<file path="config.mk">
export PLATFORM = sky130hd
export DESIGN_NAME = cacheif_axi4_burst_gen
export DESIGN_NICKNAME = d
export VERILOG_FILES = /design/src/rtl/cacheif_axi4_burst_gen.sv
export SDC_FILE = /design/constraint.sdc
export NUM_CORES = 1
export LEC_CHECK = 0
export ABC_AREA = 1
export CORE_UTILIZATION = 47
export DETAILED_ROUTE_END_ITERATION = 8
export PLACE_DENSITY_LB_ADDON = 0.25
export SYNTH_ARGS = -nofsm -noshare
export SYNTH_HDL_FRONTEND = slang
export SYNTH_SLANG_ARGS = --single-unit
</file>
<file path="constraint.sdc">
create_clock -name clk -period 12.43 [get_ports clk]
set_input_delay 1.243 -clock clk [delete_from_list [all_inputs] [get_ports clk]]
set_output_delay 1.243 -clock clk [all_outputs]
set_load 0.03 [all_outputs]
</file>
<file path="src/rtl/cacheif_axi4_burst_gen.sv">
// AXI4 burst command to per-beat cache request generator with legality checking.
// One command outstanding at a time; one completion response per command.
module cacheif_axi4_burst_gen #(
  parameter int unsigned ADDR_W = 32,
  parameter int unsigned DATA_W = 64,
  parameter int unsigned ID_W   = 4,
  parameter int unsigned LEN_W  = 8
) (
  input  logic                  clk,
  input  logic                  rstn,
  input  logic                  cmd_valid,
  output logic                  cmd_ready,
  input  logic [ID_W-1:0]       cmd_id,
  input  logic [ADDR_W-1:0]     cmd_addr,
  input  logic [LEN_W-1:0]      cmd_len,
  input  logic [2:0]            cmd_size,
  input  logic [1:0]            cmd_burst,
  output logic                  beat_valid,
  input  logic                  beat_ready,
  output logic [ADDR_W-1:0]     beat_addr,
  output logic [DATA_W/8-1:0]   beat_strb,
  output logic                  beat_last,
  output logic [ID_W-1:0]       beat_id,
  output logic                  resp_valid,
  input  logic                  resp_ready,
  output logic [ID_W-1:0]       resp_id,
  output logic [1:0]            resp_code
);

  localparam int unsigned B      = DATA_W / 8;
  localparam int unsigned LANE_W = $clog2(B);
  localparam int unsigned CNT_W  = LEN_W + 1;
  localparam int unsigned SPAN_W = LEN_W + 22;

  localparam logic [1:0] BURST_FIXED = 2'd0;
  localparam logic [1:0] BURST_INCR  = 2'd1;
  localparam logic [1:0] BURST_WRAP  = 2'd2;
  localparam logic [1:0] BURST_RSVD  = 2'd3;
  localparam logic [1:0] RESP_OKAY   = 2'd0;
  localparam logic [1:0] RESP_SLVERR = 2'd2;

  typedef enum logic [1:0] {ST_IDLE, ST_BURST, ST_RESP} state_e;

  state_e state_q, state_d;

  logic [ID_W-1:0]   id_q, id_d;
  logic [LEN_W-1:0]  len_q, len_d;
  logic [2:0]        size_q, size_d;
  logic [1:0]        burst_q, burst_d;
  logic [ADDR_W-1:0] lower_q, lower_d;
  logic [ADDR_W-1:0] bound_q, bound_d;
  logic [CNT_W-1:0]  cnt_q, cnt_d;

  logic              cmd_ready_d;
  logic              beat_valid_d, beat_last_d;
  logic [ADDR_W-1:0] beat_addr_d;
  logic [B-1:0]      beat_strb_d;
  logic [ID_W-1:0]   beat_id_d, resp_id_d;
  logic              resp_valid_d;
  logic [1:0]        resp_code_d;

  // Low-order byte mask of a beat of 2^sz bytes.
  function automatic logic [ADDR_W-1:0] size_mask(input logic [2:0] sz);
    return ADDR_W'((64'd1 << sz) - 64'd1);
  endfunction

  // Lanes from the aligned beat start up to its end, minus lanes below the byte address.
  function automatic logic [B-1:0] lane_strb(input logic [ADDR_W-1:0] a, input logic [2:0] sz);
    logic [ADDR_W-1:0] m;
    logic [LANE_W:0]   lo, hi;
    logic [B-1:0]      s;
    m  = size_mask(sz);
    lo = {1'b0, a[LANE_W-1:0]};
    hi = {1'b0, a[LANE_W-1:0] & ~m[LANE_W-1:0]} + ((LANE_W+1)'(1) << sz);
    for (int unsigned i = 0; i < B; i++) begin
      s[i] = ((LANE_W+1)'(i) >= lo) && ((LANE_W+1)'(i) < hi);
    end
    return s;
  endfunction

  // Command legality and wrap window, evaluated on the incoming fields.
  logic [ADDR_W-1:0] cmd_mask, wrap_w, wrap_lower;
  logic [SPAN_W-1:0] span;
  logic              wrap_len_ok, cmd_legal;

  always_comb begin
    cmd_mask    = size_mask(cmd_size);
    wrap_w      = ADDR_W'({1'b0, cmd_len} + CNT_W'(1)) << cmd_size;
    wrap_lower  = cmd_addr & ~(wrap_w - ADDR_W'(1));
    span        = SPAN_W'(cmd_addr[11:0] & ~cmd_mask[11:0])
                + (SPAN_W'({1'b0, cmd_len} + CNT_W'(1)) << cmd_size) - SPAN_W'(1);
    wrap_len_ok = (cmd_len == LEN_W'(1)) || (cmd_len == LEN_W'(3)) ||
                  (cmd_len == LEN_W'(7)) || (cmd_len == LEN_W'(15));
    cmd_legal   = 1'b1;
    if (cmd_size > 3'(LANE_W))                                         cmd_legal = 1'b0;
    if (cmd_burst == BURST_RSVD)                                       cmd_legal = 1'b0;
    if ((cmd_burst == BURST_WRAP) && !wrap_len_ok)                     cmd_legal = 1'b0;
    if ((cmd_burst == BURST_WRAP) && ((cmd_addr & cmd_mask) != '0))    cmd_legal = 1'b0;
    if ((cmd_burst == BURST_INCR) && (span[SPAN_W-1:12] != '0))        cmd_legal = 1'b0;
  end

  // Address of the beat following the one currently presented.
  logic [ADDR_W-1:0] beat_mask, step, wrap_nxt, addr_nxt;
  logic [CNT_W-1:0]  cnt_inc;

  always_comb begin
    beat_mask = size_mask(size_q);
    step      = beat_mask + ADDR_W'(1);
    wrap_nxt  = beat_addr + step;
    cnt_inc   = cnt_q + CNT_W'(1);
    case (burst_q)
      BURST_INCR: addr_nxt = (beat_addr & ~beat_mask) + step;
      BURST_WRAP: addr_nxt = (wrap_nxt == bound_q) ? lower_q : wrap_nxt;
      default:    addr_nxt = beat_addr;
    endcase
  end

  always_ff @(posedge clk or negedge rstn) begin
    if (!rstn) state_q <= ST_IDLE;
    else       state_q <= state_d;
  end

  always_comb begin
    state_d = state_q;
    case (state_q)
      ST_IDLE:  if (cmd_valid && cmd_ready) state_d = cmd_legal ? ST_BURST : ST_RESP;
      ST_BURST: if (beat_ready && beat_last) state_d = ST_RESP;
      ST_RESP:  if (resp_ready) state_d = ST_IDLE;
      default:  state_d = ST_IDLE;
    endcase
  end

  always_comb begin
    id_d         = id_q;
    len_d        = len_q;
    size_d       = size_q;
    burst_d      = burst_q;
    lower_d      = lower_q;
    bound_d      = bound_q;
    cnt_d        = cnt_q;
    beat_valid_d = beat_valid;
    beat_addr_d  = beat_addr;
    beat_strb_d  = beat_strb;
    beat_last_d  = beat_last;
    beat_id_d    = beat_id;
    resp_valid_d = resp_valid;
    resp_id_d    = resp_id;
    resp_code_d  = resp_code;
    cmd_ready_d  = (state_d == ST_IDLE);
    case (state_q)
      ST_IDLE: begin
        if (cmd_valid && cmd_ready) begin
          id_d    = cmd_id;
          len_d   = cmd_len;
          size_d  = cmd_size;
          burst_d = cmd_burst;
          lower_d = wrap_lower;
          bound_d = wrap_lower + wrap_w;
          cnt_d   = '0;
          if (cmd_legal) begin
            beat_valid_d = 1'b1;
            beat_addr_d  = cmd_addr;
            beat_strb_d  = lane_strb(cmd_addr, cmd_size);
            beat_last_d  = (cmd_len == '0);
            beat_id_d    = cmd_id;
          end else begin
            resp_valid_d = 1'b1;
            resp_id_d    = cmd_id;
            resp_code_d  = RESP_SLVERR;
          end
        end
      end
      ST_BURST: begin
        if (beat_ready) begin
          if (beat_last) begin
            beat_valid_d = 1'b0;
            beat_last_d  = 1'b0;
            resp_valid_d = 1'b1;
            resp_id_d    = id_q;
            resp_code_d  = RESP_OKAY;
          end else begin
            cnt_d       = cnt_inc;
            beat_addr_d = addr_nxt;
            beat_strb_d = lane_strb(addr_nxt, size_q);
            beat_last_d = (cnt_inc == {1'b0, len_q});
          end
        end
      end
      ST_RESP: begin
        if (resp_ready) resp_valid_d = 1'b0;
      end
      default: ;
    endcase
  end

  always_ff @(posedge clk or negedge rstn) begin
    if (!rstn) begin
      id_q       <= '0;
      len_q      <= '0;
      size_q     <= '0;
      burst_q    <= BURST_FIXED;
      lower_q    <= '0;
      bound_q    <= '0;
      cnt_q      <= '0;
      cmd_ready  <= 1'b1;
      beat_valid <= 1'b0;
      beat_addr  <= '0;
      beat_strb  <= '0;
      beat_last  <= 1'b0;
      beat_id    <= '0;
      resp_valid <= 1'b0;
      resp_id    <= '0;
      resp_code  <= RESP_OKAY;
    end else begin
      id_q       <= id_d;
      len_q      <= len_d;
      size_q     <= size_d;
      burst_q    <= burst_d;
      lower_q    <= lower_d;
      bound_q    <= bound_d;
      cnt_q      <= cnt_d;
      cmd_ready  <= cmd_ready_d;
      beat_valid <= beat_valid_d;
      beat_addr  <= beat_addr_d;
      beat_strb  <= beat_strb_d;
      beat_last  <= beat_last_d;
      beat_id    <= beat_id_d;
      resp_valid <= resp_valid_d;
      resp_id    <= resp_id_d;
      resp_code  <= resp_code_d;
    end
  end

endmodule

</file>
* Word level (Yosys, flattened, before mapping)
Index checks and enable logic that the tools add are counted.
Storage, ports and cells: flip-flop bits (word level) 146, input bits 54, logic and storage cells 192
Operators by class: add/sub/neg operators 14, order comparisons 31, equality and inequality tests 21, shift-type cells 6, mux-type cells 52, bitwise gates (word level) 11, reduce and logical (&&, ||, !) cells 39
Operators with widths (number):
- 32-bit 2-to-1 mux | 5
- 32-bit one-hot mux with 2 select lines | 2
- 32-bit adder | 3
- 32-bit AND | 3
- 32-bit by 1-bit subtractor with 32-bit output (second input constant) | 3
- 32-bit NOT | 2
- 1-bit by 3-bit << shifter with 32-bit output (first input constant) | 2
- 32-bit by 1-bit adder with 32-bit output (second input constant) | 1
- 32-bit equality test | 1
- 3-bit by 4-bit < comparator with 1-bit output (first input constant) | 8
- 8-bit 2-to-1 mux | 4
- 32-bit nonzero test | 1
- 9-bit by 3-bit << shifter with 32-bit output | 1
- 30-bit adder | 1
- 12-bit by 30-bit AND with 30-bit output | 1
- 12-bit NOT with 30-bit output | 1
- 9-bit by 3-bit << shifter with 30-bit output | 1
- 30-bit by 1-bit subtractor with 30-bit output (second input constant) | 1
- 9-bit 2-to-1 mux | 3
- 1-bit logical AND | 19
- 8-bit by 1-bit adder with 9-bit output (second input constant) | 2
- 3-bit >= comparator (first input constant) | 6
- 1-bit 2-to-1 mux | 18
- 9-bit one-hot mux with 2 select lines | 1
- other kinds (39) | 84

* Logic depth before layout (Yosys ltp)
depth after elaboration 14, depth in mapped cells 45, mapped depth without buffers 45

* Worst setup path before layout
Ideal clock, no wire load.
path type register to register, start register size_q[2], end register beat_strb[6], setup time 0.073 ns, arrival 5.139 ns, required time 12.357 ns, setup slack 7.218 ns, cell stages (with the launch flop) 40, path through dfrtp_1 inv_2 nand3_1 ha_1 inv_1 xor2_1 inv_1 nor2_1 nand2_1 nor2_1 nand3_1 xor2_1 inv_1 ha_1 nand2_1 inv_1 nand2_1 nand2_1 [... 4 more ...] nand3_1 nor2_1 nand2_1 nor2_1 nand3_2 nand2_1 o21ai_0 o21ai_0 o21ai_0 inv_1 nand2_1 fa_1 nand3b_1 nand2_1 inv_2 o21ai_1 nand2_1 a21oi_2
Between the ends: cells in the longest elaborated chain, start to end 14
Ends and longest elaborated chain:
- from (decl) | RTL line 48 | logic [2:0] size_q, size_d;
- from (signal assigned) | RTL line 217 | size_q <= size_d;
- 1-bit by 3-bit << shifter with 32-bit output | RTL line 64 | return ADDR_W'((64'd1 << sz) - 64'd1);
- 32-bit by 1-bit subtractor with 32-bit output | RTL line 64
- 32-bit by 1-bit adder with 32-bit output | RTL line 108 | step = beat_mask + ADDR_W'(1);
- 32-bit adder | RTL line 109 | wrap_nxt = beat_addr + step;
- 32-bit equality test | RTL line 113 | BURST_WRAP: addr_nxt = (wrap_nxt == bound_q) ? lower_q : wrap_nxt;
- 32-bit 2-to-1 mux | RTL line 113
- 32-bit one-hot mux with 2 select lines | RTL line 111 | case (burst_q)
- 3-bit AND | RTL line 74 | hi = {1'b0, a[LANE_W-1:0] & ~m[LANE_W-1:0]} + ((LANE_W+1)'(1) << sz);
- 3-bit by 4-bit adder with 4-bit output | RTL line 74
- 3-bit by 4-bit < comparator with 1-bit output | RTL line 76 | s[i] = ((LANE_W+1)'(i) >= lo) && ((LANE_W+1)'(i) < hi);
- 1-bit logical AND (*) | RTL line 76
- 8-bit 2-to-1 mux (*) | RTL line 175 | if (beat_last) begin
- 8-bit 2-to-1 mux (*) | RTL line 174 | if (beat_ready) begin
- 8-bit one-hot mux with 2 select lines (*) | RTL line 150 | case (state_q)
- to (signal assigned) | RTL line 225 | beat_strb <= beat_strb_d;
- to (decl) | RTL line 21 | output logic [DATA_W/8-1:0] beat_strb,
Every way passes the cells marked *; elsewhere a longest branch is shown, timed or not. The select of a mux whose other input is x is not followed. A chain may end at the register's enable or synchronous reset.

* Worst setup path in the final report
start register size_q[2], end register beat_strb[2]
Between the ends: cells in the longest elaborated chain, start to end 14
Ends and longest elaborated chain (RTL line):
- 1-bit by 3-bit << shifter with 32-bit output | 64
- 32-bit by 1-bit subtractor with 32-bit output | 64
- 32-bit by 1-bit adder with 32-bit output | 108
- 32-bit adder | 109
- 32-bit equality test | 113
- 32-bit 2-to-1 mux | 113
- 32-bit one-hot mux with 2 select lines | 111
- 3-bit AND | 74
- 3-bit by 4-bit adder with 4-bit output | 74
- 2-bit by 4-bit < comparator with 1-bit output | 76
- 1-bit logical AND (*) | 76
- 8-bit 2-to-1 mux (*) | 175
- 8-bit 2-to-1 mux (*) | 174
- 8-bit one-hot mux with 2 select lines (*) | 150
Marks and branches as above.

==> impl_metrics.json <==
{
  "synth_top_area_frac": 0.227,
  "drc_errors": 0,
  "synthTopCellsByCount": "765 x nand2_1, 407 x inv_1, 226 x nor2_1, 194 x o21ai_0, 157 x nand3_1",
  "fin_crit_sh": 0.562,
  "root_buffer": "clkbuf_16",
  "synth_edf_count": 0,
  "cpMaxStageDelayCell": "dfrtp_1",
  "via_per_inst": 5.53,
  "synth-simple-area-share": 0.353,
  "ir_worst_vdd_mv": 0.151,
  "r2r-end": "beat_strb[2]$_DFFE_PN0P_",
  "post-route-min-period_ns": 6.99,
  "post-cts-setup-buffers": 0,
  "drive_gt1_frac": 0.0607,
  "portBuffers": 106,
  "synth.most_common_cell": "nand2_1",
  "p_per_area_mw_per_mm2": 264,
  "max_freq_mhz": 143,
  "pin_count": 108,
  "p_int_mw": 2.11,
  "yosysWarnings": 0,
  "setup_viol": 0,
  "dr_total_vias": 17400,
  "cp-end-kind": "flip-flop",
  "status": "complete, no violations",
  "synth_cell_types": 66,
  "synth-xor-area-share": 0.0337,
  "synth_area_per_cell_um2": 6.11,
  "min-delay-start": "lower_q[2]$_DFFE_PN0P_",
  "crit_required_ns": 12.79,
  "tightestPinTransition_ns": 1.09,
  "detail-route-antenna-nets": 0,
  "synth_top_family_by_area": "simple AND/OR/NAND/NOR gates",
  "initial_core_util": 0.483,
  "ys_top_cells_by_area": "dfrtp_1 23%, nand2_1 18%, inv_1 9.6%",
  "p_leak_nw": 9.54,
  "yosysSeqAreaShare": 0.228,
  "critPathMostFrequentCell": "nand2_1",
  "r2r_start": "size_q[2]$_DFFE_PN0P_",
  "whs_path_depth": 2,
  "synth_compound_area_frac": 0.171,
  "grt_first_pass_wirelength_um": 88800,
  "max_cap_violations": 0,
  "dieHeight_um": 186,
  "routabilityCongestion": 1.01,
  "async_reset_ff_frac": 1.00,
  "cts_inserted_buffers": 17,
  "diodes": 0,
  "antenna_found_initial": 0,
  "final_hold_viol_count": 0,
  "cts_sinks": 145,
  "clkTransAtPathRegs_ns": 0.07,
  "drtIter0Drc": 1835,
  "crit_fanout": 15,
  "clock_power_share": 0.107,
  "track_usage": 0.339,
  "postCtsResizedCells": 0,
  "synthMuxAreaShare": 0.00126,
  "min_path_type": "flip-flop to flip-flop",
  "wl_um": 56700,
  "cts_tree": "yes",
  "die-area_mm2": 0.0346,
  "synth_area_leader_cell": "dfrtp_1",
  "crit_path_start": "size_q[2]$_DFFE_PN0P_",
  "synthCells": 2604,
  "combPwrFrac": 0.699,
  "core_area_mm2": 0.0329,
  "syn2layout_area_growth_pct": 12.8,
  "ys_ff_latch": 145,
  "grt_pass1_vias": 16300,
  "holdWs_ns": 0.479,
  "slowest_delay_ns": 0.72,
  "htreeDepth": 4,
  "final_nets": 2859,
  "skew_ns": 0.00996,
  "rows": 66,
  "fin_setup_tns_ns": 0,
  "syn_area_mm2": 0.0159,
  "p_sw_frac": 0.554,
  "clk_path_buf_depth": 2,
  "dp_hpwl_um": 45900,
  "start_kind": "flip-flop",
  "synthAdderAreaFrac": 0.0914,
  "rsz0062_at_grt": "false",
  "crit_end": "beat_strb[2]$_DFFE_PN0P_",
  "grt_overflow_total": 0,
  "p_seq_frac": 0.194,
  "arrival_ns": 7.35,
  "clk_latency_ns": 0.45,
  "crit_type": "flip-flop to flip-flop",
  "slew_violations": 0,
  "grt_max_degree": 102,
  "netSwitchingPower_mw": 2.63,
  "die_x_um": 186,
  "slew_headroom": 0.271,
  "yosys_most_used_dff": "dfrtp_1",
  "post_drt_wl_per_cell_um": 18.0,
  "rrSetupSlack_ns": 5.44,
  "cts_hold_buf": 0,
  "firstDrtPassIters": 7,
  "reg2reg_depth": 37
}
critical path, delay by kind of cell, from the launching register on:
kind            cells  cell delay, ns
compound gates      5            1.08
xor+xnor            1            0.16
fa+ha+maj           3            1.09
buf+inv             6            0.80
flops               1            0.72
simple gates       22            3.03
cells by family after synthesis:
logic type	count (synthesis)
flops	145
xor+xnor	58
compound gates	480
other cells	1
buf+inv	499
mux	2
fa+ha+maj	115
simple gates	1304
layer usage:
layer,GRT usage,share of wire
met5,0,0
met4,0.113,0.027
met3,0.0620,0.095
met2,0.480,0.40
met1,0.510,0.48
area by class of cell:
class | instances | area [µm²]
Multi-Input combinational cell | 1978 | 10400
Clock inverter | 14 | 125
Tap cell | 442 | 553
Timing Repair Buffer | 117 | 1140
Inverter | 431 | 1620
Sequential cell | 145 | 3630
Fill cell | 3336 | 15000
Clock buffer | 18 | 439
cell usage in the layout (no fill, tap or decap), drive strengths merged, types with 3 or more instances in the layout:
cell type / synthesis / layout
a21oi: 135 / 135
ha: 113 / 113
o21a: 5 / 5
a31oi: 4 / 4
a211oi: 4 / 4
o31ai: 7 / 7
inv: 429 / 435
clkbuf: 52 / 18
o211ai: 9 / 9
nand4: 34 / 34
nor2: 249 / 249
o21ai: 243 / 243
nand3b: 14 / 14
xor2: 34 / 34
clkinvlp: 0 / 3
or2: 16 / 16
xnor2: 22 / 22
a21boi: 4 / 4
nor4: 8 / 8
dfrtp: 144 / 144
buf: 16 / 12
clkdlybuf4s50: 0 / 105
a22oi: 27 / 27
conb: 1 / 19
o22ai: 18 / 18
clkinv: 2 / 6
nand2: 791 / 791
nand3: 166 / 166
o21bai: 9 / 9
nor3: 22 / 22
state kept, by name, summed over array words and instances, names as in the netlist:
register,count
beat_addr,32
bound_q,32
lower_q,32
cnt_q,9
beat_strb,8
len_q,8
beat_id,4
id_q,4
resp_id,4
size_q,3
burst_q,2
state_q,2
beat_last,1
beat_valid,1
cmd_ready,1
resp_code,1
resp_valid,1
power by group through the flow:
stage          Combinational, mW  Clock (mW)  Sequential, mW
6_report                    3.31       0.509           0.919
5_1_grt                     3.69       0.533           0.936
4_1_cts                     3.24       0.513           0.907
3_5_place_dp                3.22           0           0.914
3_3_place_gp                3.17           0           0.908
2_1_floorplan               2.17           0           0.963
worst min-delay path by stage:
stage	slack, ns	end
after floorplan	0.44	lower_q[11]$_DFFE_PN0P_
after global placement	0.46	resp_code[1]$_DFFE_PN0P_
after detailed placement	0.47	lower_q[2]$_DFFE_PN0P_
after CTS	0.48	lower_q[2]$_DFFE_PN0P_
after global routing	0.50	lower_q[2]$_DFFE_PN0P_
final	0.48	lower_q[2]$_DFFE_PN0P_
metrics by stage:
stage | util | total power [mW] | cell area [µm²] | instances | setup WS, ns
global placement | 0.527 | 4.08 | 17400 | 3113 | 5.40
global route | 0.545 | 5.16 | 17900 | 3145 | 4.81
floorplan | - | 3.14 | 16000 | 2622 | 7.22
finish | 0.545 | 4.74 | 17900 | 3145 | 5.44
CTS | 0.545 | 4.66 | 17900 | 3145 | 5.52
detailed placement | 0.527 | 4.13 | 17400 | 3113 | 5.13
Power figures use the tool's default switching activity.
==> RTL edit 1 (config.mk and constraints unchanged) <==
Take the reset off `id_q` and `beat_addr` and load them in a clocked block of their own.
--- a/src/rtl/cacheif_axi4_burst_gen.sv
+++ b/src/rtl/cacheif_axi4_burst_gen.sv
@@ -197,3 +197,2 @@
     if (!rstn) begin
-      id_q       <= '0;
       len_q      <= '0;
@@ -206,3 +205,2 @@
       beat_valid <= 1'b0;
-      beat_addr  <= '0;
       beat_strb  <= '0;
@@ -214,3 +212,2 @@
     end else begin
-      id_q       <= id_d;
       len_q      <= len_d;
@@ -223,3 +220,2 @@
       beat_valid <= beat_valid_d;
-      beat_addr  <= beat_addr_d;
       beat_strb  <= beat_strb_d;
@@ -233,2 +229,7 @@
 
+  always_ff @(posedge clk) begin
+    id_q      <= id_d;
+    beat_addr <= beat_addr_d;
+  end
+
 endmodule
Formal check against the unedited RTL: not equivalent (a bounded check fails within 4 cycles, from zero or initial values and one cycle with rstn low).
==> RTL edit 1 against the original RTL <==
Count of clock-buffer cells in the layout grew 2. Cell count shrank 0.32%. Sequential cell count is the same. Final area grew 0.81%. Total power grew 21%. Wire length grew 2.4%. Synthesized area grew 0.85%. Setup slack lost 0.68 ns. Global-route usage shrank 0.35 points. Critical endpoint is now beat_strb[6].
==> RTL edit 1: results <==
set metrics [dict create \
    seq_cell_power_mw 1.03 \
    p_total_mw 5.73 \
    root_buffer "clkbuf_16" \
    inv_count 461 \
    wl_per_cell_um 18.5 \
    skew_ns 0.0136 \
    leakage_nw 9.57 \
    synthDistinctLibCells 68 \
    p_per_area_nw_per_um2 317 \
    path_max_fanout 60 \
    ir_worst_vdd_mv 0.152 \
    synthArstFlopShare 0.752 \
    clk_latency_ns 0.45 \
    status "completed" \
    fill_cells 3437 \
    n_all_buffers 115 \
    clock_power_mw 0.511 \
    fin_nets 2842 \
    drt_wl_total_um 58100 \
    final-clk-cell-share 0.0305 \
    multi_input_gates 1933 \
    seq_cells 145 \
    cts_buffer_depth 2 \
    synthTopCellsByCount "nand2_1, inv_1, nor2_1, o21ai_0, nand3_1" \
    arrival_ns 8.04 \
    vias 17400 \
    dp_slack_ns 4.84 \
    relSlewSlack 0.219 \
    die_w_um 187 \
    drt_iter0_drc 1905 \
    grt_pass1_vias 16000 \
    diodes 1 \
    track_usage 0.336 \
    sh_seq_area 0.211 \
    syn_area_per_cell_um2 6.20 \
    multiInputGateArea_um2 10300 \
    yosysSeqAreaShare 0.238 \
    synth_flop_cell "dfrtp_1" \
    max_stage_delay_ns 0.79 \
    ys_warn_count 0 \
    portBuffers 106 \
    grt_start_max_net_pins 76 \
    nonClkBufAreaFrac 0.0623 \
    dp.cells 3102 \
    power.internal_mw 2.49 \
    dr.pass1.iters 6 \
    gp_congestion 1.07 \
    placed_cell_area_um2 17500 \
    synth_edf_count 36 \
    clkbuf_count 20 \
    synthTopCellsByArea "nand2_1, dfrtp_1, inv_1" \
    hpwl_um 47200 \
    drive_gt1_frac 0.0588 \
    grt_pass1_wl_um 90800 \
]
RTL edit 1: changes by cell type in the layout (fill, tap and decap cells not counted), sizes merged, moves of 6 or more:
cell | before | now
a22oi | 27 | 1
o21ai | 243 | 205
inv | 435 | 458
edfxtp | 0 | 36
clkinv | 6 | 12
nand3 | 166 | 187
nand2 | 791 | 784
nor3 | 22 | 29
nor2 | 249 | 238
xor2 | 34 | 46
dfrtp | 144 | 108
o22ai | 18 | 31
or2 | 16 | 7
RTL edit 1: cells by family (layout without fill, tap and decap cells):
family | Yosys count | count (layout) | share of synthesized area
simple gates | 1300 | 1300 | 0.351
xor+xnor | 67 | 67 | 0.0400
other cells | 1 | 20 | 0.000234
buf+inv | 525 | 608 | 0.125
fa+ha+maj | 115 | 115 | 0.0906
flops | 145 | 145 | 0.238
compound gates | 431 | 431 | 0.154
mux | 1 | 1 | 0.00140
RTL edit 1: worst paths after layout:
kind / start / to / slack [ns] / cells past startpoint
hold / removal: lower_q[18] / lower_q[18] / 0.48 / 2
min in group asynchronous: rstn / beat_id[3] / 0.76 / 1
setup / recovery: size_q[2] / beat_strb[6] / 4.77 / 39
setup reg to reg: size_q[2] / beat_strb[6] / 4.77 / 39
max in group asynchronous: rstn / bound_q[29] / 10.31 / 2
hold reg to reg: lower_q[18] / lower_q[18] / 0.48 / 2
RTL edit 1: layer usage:
layer,vias to the layer above,wire (um),track usage
met4,0,794,0.0668
met3,46,5430,0.0566
met1,8122,28600,0.524
li1,8467,-,-
met5,-,0,0
met2,764,23300,0.479
RTL edit 1: worst min-delay path: stages, from the launching register on:
cell and delay (ns):
dfrtp_1 0.34, nand2_1 0.06, nand2_1 0.05
==> RTL edit 2 (same flow settings) <==
Made on the original files. Change the parameter `LEN_W` from 8 to 16.
--- a/src/rtl/cacheif_axi4_burst_gen.sv
+++ b/src/rtl/cacheif_axi4_burst_gen.sv
@@ -6,3 +6,3 @@
   parameter int unsigned ID_W   = 4,
-  parameter int unsigned LEN_W  = 8
+  parameter int unsigned LEN_W  = 16
 ) (
Ports: changed (resized cmd_len); port bits go from 108 to 116. No check against the original RTL was run, so the function may have changed too.
==> RTL edit 2 against the original RTL <==
Die area up 18%. Register-to-register slack got worse by 0.33 ns. First-iteration DRC count up 3.7%. Global-route usage shrank 0.29 points. Synthesized area grew 18%. Synthesized cell count grew 20%. Sequential power increased by 8.2%. Final area up 17%. Wire length grew 19%. Critical path depth is 6 lower. Setup slack lost 0.61 ns. Sequential cell count is 16 higher. Total power increased by 8.4%. Critical endpoint is now beat_strb[5]. Largest power group unchanged.
==> RTL edit 2: results <==
set metrics [dict create \
    path_max_fanout 23 \
    nonClkBufAreaFrac 0.0588 \
    dr.pass1.iters 6 \
    synth_xor_xnor_area_share 0.0421 \
    synthDistinctLibCells 68 \
    gp_congestion 1.02 \
    antenna_found_initial 1 \
    cpMaxStageDelayCell "clkdlybuf4s50_1" \
    use_met1 0.485 \
    route.met2.wl_um 28800 \
    sh_seq_area 0.192 \
    rrSetupSlack_ns 5.11 \
    diodes 1 \
    vias 20500 \
    cts.sinks 161 \
    vias_per_cell 5.49 \
    yosysSeqAreaShare 0.215 \
    post-route-min-period_ns 7.60 \
    synthTopCellsByCount "nand2_1, inv_1, nor2_1, nand3_1, o21ai_0" \
    grt_pass1_vias 19400 \
    fill_cells 4108 \
    drive_gt1_frac 0.0517 \
    clkbuf_count 20 \
    netlist_instances 3117 \
    grt_use_met3 0.0478 \
    synth_compound_area_frac 0.163 \
    drt_wl_total_um 67700 \
    grt_util_met2 0.512 \
    synthTopCellsByArea "dfrtp_1, nand2_1, inv_1" \
    worst_slew_pin_slew_ns 1.40 \
    skew_ns 0.0140 \
    hpwl_um 55700 \
    n_all_buffers 126 \
    hold_end "id_q[1]" \
    hp-start "id_q[1]" \
    startpoint "cmd_size[1]" \
    multi_input_gates 2397 \
    status "completed" \
    area_growth_pct 11.9 \
    grt_start_max_net_pins 77 \
    max_stage_delay_ns 1.00 \
    drt_iter0_drc 1902 \
    grt_pass1_wl_um 107000 \
    rr_worst_depth 35 \
    final-clk-cell-share 0.0277 \
    placed_cell_area_um2 20400 \
    fin_nets 3397 \
    design_area_um2 21000 \
    endpoint "beat_strb[5]" \
    portBuffers 114 \
    inv_count 498 \
    track_usage 0.336 \
    muxShareOfSynthArea 0 \
    root_buffer "clkbuf_16" \
    wl_met1_um 31600 \
    p_sw_frac 0.553 \
    dp_slack_ns 4.48 \
]
RTL edit 2: cell count changes in the layout (fill, tap and decap cells not counted), moves of 8 or more:
cell | before | now
nand2_1 | 765 | 974
dfrtp_1 | 144 | 160
nand3_1 | 156 | 215
a22oi_1 | 27 | 19
nand4_1 | 34 | 46
ha_1 | 113 | 132
nor2_1 | 225 | 250
inv_1 | 406 | 467
a21oi_1 | 134 | 143
o22ai_1 | 17 | 27
nor3_1 | 17 | 32
clkdlybuf4s50_1 | 105 | 113
xor2_1 | 34 | 54
RTL edit 2: power groups by stage:
| stage | sequential [mW] | clock, mW | combinational [mW] |
|---|---|---|---|
| 3_3_place_gp | 0.982 | 0 | 3.46 |
| 4_1_cts | 0.983 | 0.544 | 3.54 |
| 6_report | 0.994 | 0.538 | 3.61 |
| 5_1_grt | 1.02 | 0.562 | 4.00 |
| 2_1_floorplan | 1.04 | 0 | 2.39 |
| 3_5_place_dp | 0.989 | 0 | 3.51 |
